[src/rtl/muldiv_unit.sv]
// Multi-cycle MULT/MULTU/DIV/DIVU unit returning {hi_o, lo_o}.
// Define MULDIV_FAST_MUL_EN to replace the shift-add multiplier with a single-stage product.
module muldiv_unit #(
   parameter int unsigned WIDTH          = 32,
   parameter int unsigned DIV_RADIX_LOG2 = 1
) (
   input  logic             clk,
   input  logic             rst,
   input  logic             start_i,
   input  logic [1:0]       op_i,
   input  logic [WIDTH-1:0] operand_a_i,
   input  logic [WIDTH-1:0] operand_b_i,
   input  logic             flush_i,
   output logic             ready_o,
   output logic             busy_o,
   output logic             done_o,
   output logic [WIDTH-1:0] hi_o,
   output logic [WIDTH-1:0] lo_o
);

   localparam int unsigned CntW     = $clog2(WIDTH + 1);
   localparam int unsigned DivIters = WIDTH / DIV_RADIX_LOG2;
   localparam logic [CntW-1:0] MulLast = CntW'(WIDTH - 1);
   localparam logic [CntW-1:0] DivLast = CntW'(DivIters - 1);

   localparam logic [2:0] StIdle = 3'd0;
   localparam logic [2:0] StPrep = 3'd1;
   localparam logic [2:0] StCalc = 3'd2;
   localparam logic [2:0] StFix  = 3'd3;
   localparam logic [2:0] StDone = 3'd4;

   logic [2:0]       state_q, state_d;
   logic [1:0]       op_q;
   logic [WIDTH-1:0] a_q, b_q;
   logic [WIDTH-1:0] acc_hi_q, acc_lo_q;
   logic [CntW-1:0]  cnt_q;
   logic             neg_q_q, neg_r_q;
   logic [WIDTH-1:0] hi_q, lo_q;

   logic             is_div, is_signed, accept;
   logic [WIDTH-1:0] a_abs, b_abs;
   logic [WIDTH:0]   mul_sum;
   logic [WIDTH-1:0] div_rem, div_quo;
   logic [WIDTH:0]   div_trial;
   logic [2*WIDTH-1:0] mul_res;
   logic [WIDTH-1:0] fix_quo, fix_rem;

   assign is_div    = op_q[1];
   assign is_signed = ~op_q[0];
   assign ready_o   = (state_q == StIdle) || (state_q == StDone);
   assign busy_o    = (state_q == StPrep) || (state_q == StCalc) || (state_q == StFix);
   assign done_o    = (state_q == StDone);
   assign hi_o      = hi_q;
   assign lo_o      = lo_q;
   assign accept    = ready_o && start_i && !flush_i;

   assign a_abs = (is_signed && a_q[WIDTH-1]) ? -a_q : a_q;
   assign b_abs = (is_signed && b_q[WIDTH-1]) ? -b_q : b_q;

   // One shift-add step: {carry, hi, lo} shifted right after a conditional add.
   assign mul_sum = {1'b0, acc_hi_q} + (acc_lo_q[0] ? {1'b0, a_q} : {(WIDTH + 1){1'b0}});

   // Restoring divide: DIV_RADIX_LOG2 quotient bits per cycle. With b=0 every trial succeeds,
   // which yields q=all-ones and r=dividend without a special case.
   always_comb begin
      div_rem   = acc_hi_q;
      div_quo   = acc_lo_q;
      div_trial = '0;
      for (int i = 0; i < int'(DIV_RADIX_LOG2); i++) begin
         div_trial = {div_rem, div_quo[WIDTH-1]};
         div_quo   = {div_quo[WIDTH-2:0], 1'b0};
         if (div_trial >= {1'b0, b_q}) begin
            div_trial  = div_trial - {1'b0, b_q};
            div_quo[0] = 1'b1;
         end
         div_rem = div_trial[WIDTH-1:0];
      end
   end

   always_comb begin
`ifdef MULDIV_FAST_MUL_EN
      mul_res = {{WIDTH{1'b0}}, a_q} * {{WIDTH{1'b0}}, b_q};
`else
      mul_res = {acc_hi_q, acc_lo_q};
`endif
      if (neg_q_q) mul_res = -mul_res;
      fix_quo = neg_q_q ? -acc_lo_q : acc_lo_q;
      fix_rem = neg_r_q ? -acc_hi_q : acc_hi_q;
   end

   always_comb begin
      state_d = state_q;
      case (state_q)
         StIdle: if (accept) state_d = StPrep;
         StPrep: begin
            if (flush_i) state_d = StIdle;
`ifdef MULDIV_FAST_MUL_EN
            else if (!is_div) state_d = StFix;
`endif
            else state_d = StCalc;
         end
         StCalc: begin
            if (flush_i) state_d = StIdle;
            else if (cnt_q == (is_div ? DivLast : MulLast)) state_d = StFix;
         end
         StFix:  state_d = flush_i ? StIdle : StDone;
         StDone: state_d = accept ? StPrep : StIdle;
         default: state_d = StIdle;
      endcase
   end

   always_ff @(posedge clk or negedge rst) begin
      if (!rst) begin
         state_q  <= StIdle;
         op_q     <= '0;
         a_q      <= '0;
         b_q      <= '0;
         acc_hi_q <= '0;
         acc_lo_q <= '0;
         cnt_q    <= '0;
         neg_q_q  <= 1'b0;
         neg_r_q  <= 1'b0;
         hi_q     <= '0;
         lo_q     <= '0;
      end else begin
         state_q <= state_d;
         if (accept) begin
            op_q <= op_i;
            a_q  <= operand_a_i;
            b_q  <= operand_b_i;
         end
         case (state_q)
            StPrep: begin
               a_q      <= a_abs;
               b_q      <= b_abs;
               neg_q_q  <= is_signed && (a_q[WIDTH-1] ^ b_q[WIDTH-1]);
               neg_r_q  <= is_signed && a_q[WIDTH-1];
               acc_hi_q <= '0;
               acc_lo_q <= is_div ? a_abs : b_abs;
               cnt_q    <= '0;
            end
            StCalc: begin
               cnt_q <= cnt_q + CntW'(1);
               if (is_div) begin
                  acc_hi_q <= div_rem;
                  acc_lo_q <= div_quo;
               end else begin
                  acc_hi_q <= mul_sum[WIDTH:1];
                  acc_lo_q <= {mul_sum[0], acc_lo_q[WIDTH-1:1]};
               end
            end
            StFix: begin
               if (!flush_i) begin
                  hi_q <= is_div ? fix_rem : mul_res[2*WIDTH-1:WIDTH];
                  lo_q <= is_div ? fix_quo : mul_res[WIDTH-1:0];
               end
            end
            default: ;
         endcase
      end
   end

endmodule

[config.mk]
export PLATFORM = sky130hd
export DESIGN_NAME = muldiv_unit
export DESIGN_NICKNAME = d
export VERILOG_FILES = /design/src/rtl/muldiv_unit.sv
export SDC_FILE = /design/constraint.sdc
export NUM_CORES = 1
export LEC_CHECK = 0
export CAP_MARGIN = 10
export CELL_PAD_IN_SITES_DETAIL_PLACEMENT = 1
export CELL_PAD_IN_SITES_GLOBAL_PLACEMENT = 2
export CORE_MARGIN = 10
export CORE_UTILIZATION = 40
export CTS_BUF_LIST = sky130_fd_sc_hd__clkbuf_8
export DETAILED_ROUTE_END_ITERATION = 10
export PLACE_DENSITY = 0.89
export SLEW_MARGIN = 0
export SYNTH_ARGS = -nofsm -noshare
export SYNTH_HDL_FRONTEND = slang
export SYNTH_SLANG_ARGS = --single-unit
[constraint.sdc]
create_clock -name clk -period 4.75 [get_ports clk]
set_input_delay 1.425 -clock clk [delete_from_list [all_inputs] [get_ports clk]]
set_output_delay 1.425 -clock clk [all_outputs]
set_load 0.02 [all_outputs]
; Word-level counts from Yosys, hierarchy flattened
; Cells that the tools add are included.
; W data, S select, Z words.
[word_totals]
in_bits = 70
word_cells = 71
reg_bits = 205
out_inout_bits = 67
[op_classes]
addsub = 8
eq_ne = 7
magnitude_cmp = 1
n_bitwise = 3
n_mux = 27
n_reduce_logical = 14
[ops]
columns = op, n
row1 = $mux W32, 15
row2 = $neg A32 Y32, 4
row3 = $pmux W32 S2, 2
row4 = $mux W64, 1
row5 = $neg A64 Y64, 1
row6 = $add A32 B32 Y33, 1
row7 = $ge A33 B32 Y1, 1
row8 = $sub A32 B32 Y32, 1
row9 = $pmux W3 S5, 1
row10 = $mux W3, 4
row11 = $pmux W6 S2, 1
row12 = $add A6 B1 Y6 const B, 1
row13 = $eq A3 B2 Y1 const B, 2
row14 = $eq A6 B5 Y1 const B, 1
row15 = $logic_and A1 B1 Y1, 5
row16 = $reduce_and A2 Y1, 2
row17 = $reduce_bool A2 Y1, 2
row18 = $eq A3 B1 Y1 const B, 1
row19 = $eq A3 B3 Y1 const B, 1
row20 = $logic_not A3 Y1, 1
row21 = $logic_or A1 B1 Y1, 3
row22 = $ne A3 B2 Y1 const B, 1
row23 = $mux W1, 2
row24 = $mux W2, 1
row25 = other kinds (4), 5

; Depth between registers and ports, before layout
; Gate-level depths: netlist (run 1).
[depth]
word_depth = 6
depth_mapped = 15
depth_no_buf = 14

; Worst setup path after synthesis (run 1)
; Ideal clock, no wire load.
[synth_timing]
kind = reg-to-reg
start = register acc_lo_q[0]
end = register acc_hi_q[31]
path_slack_ps = 1544
stages_incl_launch_ff = 14
setup_ps = 135
arrival_ps = 3071
path_buffers = 3
t_required_ps = 4615
synth_period_minus_slack_ps = 3206
cell_sequence = dfrtp_1 -> clkbuf_1 -> clkbuf_1 -> and2_1 -> ha_1 -> clkbuf_1 -> a21oi_1 -> o21ai_0 -> or3_1 -> or2_2 -> a311oi_1 -> a211oi_1 -> a2111oi_0 -> o31ai_1
[synth_via]
elab_chain_cells = 4
[synth_rtl]
columns = element, line_no
row1 = start: declaration, 35  ; logic [WIDTH-1:0] acc_hi_q, acc_lo_q;
row2 = start signal: assignment, 139  ; acc_lo_q <= is_div ? a_abs : b_abs;
row3 = start signal: assignment, 146  ; acc_lo_q <= div_quo;
row4 = start signal: assignment, 149  ; acc_lo_q <= {mul_sum[0], acc_lo_q[WIDTH-1:1]};
row5 = $mux W32, 61  ; assign mul_sum = {1'b0, acc_hi_q} + (acc_lo_q[0] ? {1'b0, a_q} : {(WIDTH + 1){1'b0}});
row6 = $add A32 B32 Y33, 61
row7 = $mux W32, 144  ; if (is_div) begin
row8 = $pmux W32 S2, 132  ; case (state_q)
row9 = end signal: assignment, 145  ; acc_hi_q <= div_rem;
row10 = end signal: assignment, 148  ; acc_hi_q <= mul_sum[WIDTH:1];
row11 = end: declaration, 35
; Every way passes these cells.
; A chain may end at the register's enable or synchronous reset.

; Worst setup path after layout (run 1)
[layout_timing]
start = register b_q[18]
end = register acc_hi_q[9]
[layout_via]
elab_chain_cells = 4
[layout_rtl]
columns = element, line_no
row1 = start: declaration, 34  ; logic [WIDTH-1:0] a_q, b_q;
row2 = start signal: assignment, 130  ; b_q <= operand_b_i;
row3 = start signal: assignment, 135  ; b_q <= b_abs;
row4 = $ge A33 B32 Y1, 72  ; if (div_trial >= {1'b0, b_q}) begin
row5 = $mux W32, 72
row6 = $mux W32, 144
row7 = $pmux W32 S2, 132
; Every way passes these cells.

==> results by group, run 1 <==
Layout
  • Nets: 2,187
  • Seq. cell area: 5130 um2
  • Layout area overhead: 17.5%
  • Final-layout fill cell count: 4,746
  • Multi-input logic area: 10,100 um2
  • Final Non-Filler Cells: 2,604
  • Fraction of layout instances using a drive strength above 1: 7.46%
  • Utilization after layout: 47.5%

Yosys
  • Netlist Area Pre-Place: 16,000 um2
  • Yosys reg bits: 205
  • Sequential fraction of the synthesis area: 32.0%
  • Syn Nets: 2,094
  • Most used DFF post-synth: dfrtp_1
  • Yosys warning count: 0
  • Post-Syn Instances: 1,953
  • Syn avg cell area: 8.22 um2
  • Cell variety after synth: 77
  • Post-synth ARST share: 100%
  • EDFF count, synth: 0

Clock network
  • Clock transition at path regs: 70 ps
  • CTS root buffer: clkbuf_8
  • Skew-Pair Late Insertion Delay: 630 ps
  • Post-CTS Hold Fix Bufs: 0
  • CTS tree: done
  • Resize count post-CTS: 0
  • Clock Sinks: 205
  • Maximum clock path buffer count: 3
  • Htree depth: 2
  • Post-CTS setup buffer count: 0
  • CTS buffer count: 39

Worst hold path
  • Type of the worst min-delay path: register to register
  • Min-delay src: lo_o[15]
  • Worst Hold End: lo_o[15]
  • WHS Path Cells: 2

Timing
  • Minimum hold slack: 478 ps
  • Setup Viol. Count Final: 0
  • Final setup TNS: 0 ps
  • RSZ-0062 raised after global routing: false
  • Crit share post-route: 89.7%
  • Worst-Margin Slew: 1300 ps
  • Fin. Hold Viols: 0
  • Setup ws final: 491 ps
  • Clock Skews: 36.9 ps
  • Max-slew headroom: 13.1%
  • Slew Limit Fails: 0
  • Fmax: 235 MHz
  • Minimum clock period: 4260 ps

Floorplanning
  • Initial Util: 40.4%
  • Die area: 48,500 um2
  • Core area: 39,700 um2
  • Die height: 220 um
  • Die Wd: 220 um
  • IO Pins: 137
  • Core Rows: 73

Setup path
  • CP Capture Type: register
  • Required time worst endpoint: 5250 ps
  • R2R cell count: 12
  • CP max stage cell: o21ai_4
  • Reg-to-reg startpoint: b_q[18]
  • RR Endpoint: acc_hi_q[9]
  • Slowest stage delay, CP: 830 ps
  • Critical path arrival: 4760 ps
  • Critical Setup Path Class: register to register
  • Reg-to-reg slack, setup: 490 ps
  • CP startpoint kind: register
  • CP Cell Sequence: inv_1 > ha_1 > nand2_1 > nor2_1 > nand3_1 > a21oi_1 > o21ai_0 > o21ai_4 > buf_4 > mux2i_1 > o21ai_0 > a22o_1
  • Max FO, Critical Path: 24
  • Crit path top cell by count: o21ai_0

Global routing
  • Vias in the first global route: 16,300
  • Largest net degree at the start of global routing: 73
  • Tot GR Track Use: 26.9%
  • GR Overflow Total: 0
  • Initial antenna violation count: 3
  • First-pass GRT wire length: 101 mm

Detailed routing
  • Antenna-violating nets left: 0
  • Vias/cell: 6.16
  • DRC: 0
  • WL/cell: 25.5 um
  • Routed Wire Length: 66.4 mm
  • Via count: 16,000
  • Drt pass-1 iters: 5
  • Initial DRC Count: 1,432

Pwr
  • Leakage: 0.00811 uW
  • Power Density: 727 nW/um2
  • Peak VDD IR: 0.337 mV

Placed design
  • Cells after DPL: 2,529
  • Pre-CTS WS: 623 ps
  • I/O Buffers: 136
  • Gp weighted congestion: 0.958
  • Post-DP HPWL: 50.5 mm

Status
  • Status: completed

Run
  • Max Cap Viol: 0
[flip-flops by register name, indices dropped and copies added (netlist names)]
name,count
op_q,2
neg_q_q,1
acc_hi_q,32
a_q,32
cnt_q,6
neg_r_q,1
b_q,32
acc_lo_q,32
lo_o,32
state_q,3
hi_o,32
[power by group]
part | switching (uW) | internal (uW) | leakage (uW)
sequential | 1010 | 2380 | 0.00267
combinational | 5020 | 3310 | 0.00495
clock | 877 | 1120 | 0.000492
total | 6900 | 6810 | 0.00811
[cell type report]
type / instances / area share [%]
multi-input cells: 1543 / 53.7
well taps: 525 / 3.48
inverters: 71 / 1.41
repair buffers: 186 / 9.47
clock inverters: 22 / 1.00
diodes: 2 / 0.0265
flip-flops and latches: 205 / 27.2
clock buffers: 50 / 3.65
[critical path, delay by kind of cell (launching register included)]
family                     cells  cell delay, ps
AOI/OAI and AO/OA              5            1730
buffers and inverters          2             510
muxes                          1             200
DFF                            1             620
adders and majority gates      1             490
and+or+nand+nor                3             560
[per-stage QoR]
step	power, uW	cell area, um2
finish	13700	18900
detailed placement	11500	18000
floorplan	8560	16000
global placement	11400	18000
global route	14600	18900
CTS	13600	18800
[worst max path at each step]
stage | startpoint | end | slack, ps
floorplan | acc_lo_q[0] | acc_hi_q[31] | 1540
global placement | b_q[18] | acc_hi_q[10] | 650
detailed placement | b_q[18] | acc_hi_q[9] | 620
CTS | b_q[18] | acc_hi_q[9] | 590
global route | b_q[18] | acc_hi_q[6] | 250
finish | b_q[18] | acc_hi_q[9] | 490
[per-layer routing]
metal,vias up,GRT usage (%),routed length (um)
li1,7304,-,-
met1,8020,35.9,28900
met2,559,42.7,30000
met3,144,4.22,4780
met4,4,11.3,2650
met5,-,0,21
[layout by cell type, fill, tap and decap left out, drive strengths merged, types with 41 or more instances in the layout]
master and n:
a21oi 121, mux2i 54, and2 41, xor2 70, ha 69, clkdlybuf4s50 135, xnor2 104, nand2 222
nor2 117, clkbuf 51, inv 83, dfrtp 205, o21ai 248, nor3 42, buf 50
[logic make-up (layout without fill, tap and decap cells)]
kind of cell    Yosys count  after routing  share of synthesized area, %
compound gates          656            656                          26.0
simple gates            581            581                          17.9
flops                   205            205                          32.0
buf+inv                 205            329                          5.18
xor+xnor                174            174                          9.50
fa+ha+maj                71             71                          5.63
mux                      61             61                          3.86
other cells               0              2                             0
[Yosys cell counts, types with 15 or more instances]
library cell | instances | area (um2)
a31oi_1 | 23 | 144
inv_1 | 71 | 267
o31ai_1 | 23 | 173
o211ai_1 | 15 | 113
xnor2_1 | 104 | 911
nor2_1 | 117 | 439
o21a_1 | 15 | 113
clkbuf_1 | 110 | 413
xor2_1 | 70 | 613
o221ai_1 | 25 | 219
nor3_1 | 41 | 205
mux2i_1 | 54 | 541
o21ai_0 | 238 | 1190
nand2_1 | 222 | 833
dfrtp_1 | 205 | 5130
a221o_1 | 25 | 250
nor4_1 | 30 | 188
and2_1 | 39 | 244
nand3_1 | 25 | 125
a22oi_1 | 36 | 270
a21o_1 | 35 | 263
ha_1 | 69 | 863
a21oi_1 | 121 | 606
Power figures use the tool's default switching activity.
==> inputs of run 2 (changes only) <==
--- a/config.mk
+++ b/config.mk
@@ -11,6 +11,7 @@
 export CORE_MARGIN = 10
 export CORE_UTILIZATION = 40
 export CTS_BUF_LIST = sky130_fd_sc_hd__clkbuf_8
+export CTS_CLUSTER_SIZE = 14
 export DETAILED_ROUTE_END_ITERATION = 10
 export PLACE_DENSITY = 0.89
 export SLEW_MARGIN = 0
==> results of run 2 <==
Same layout as run 1: the final DEF is identical, and so are final timing and power.
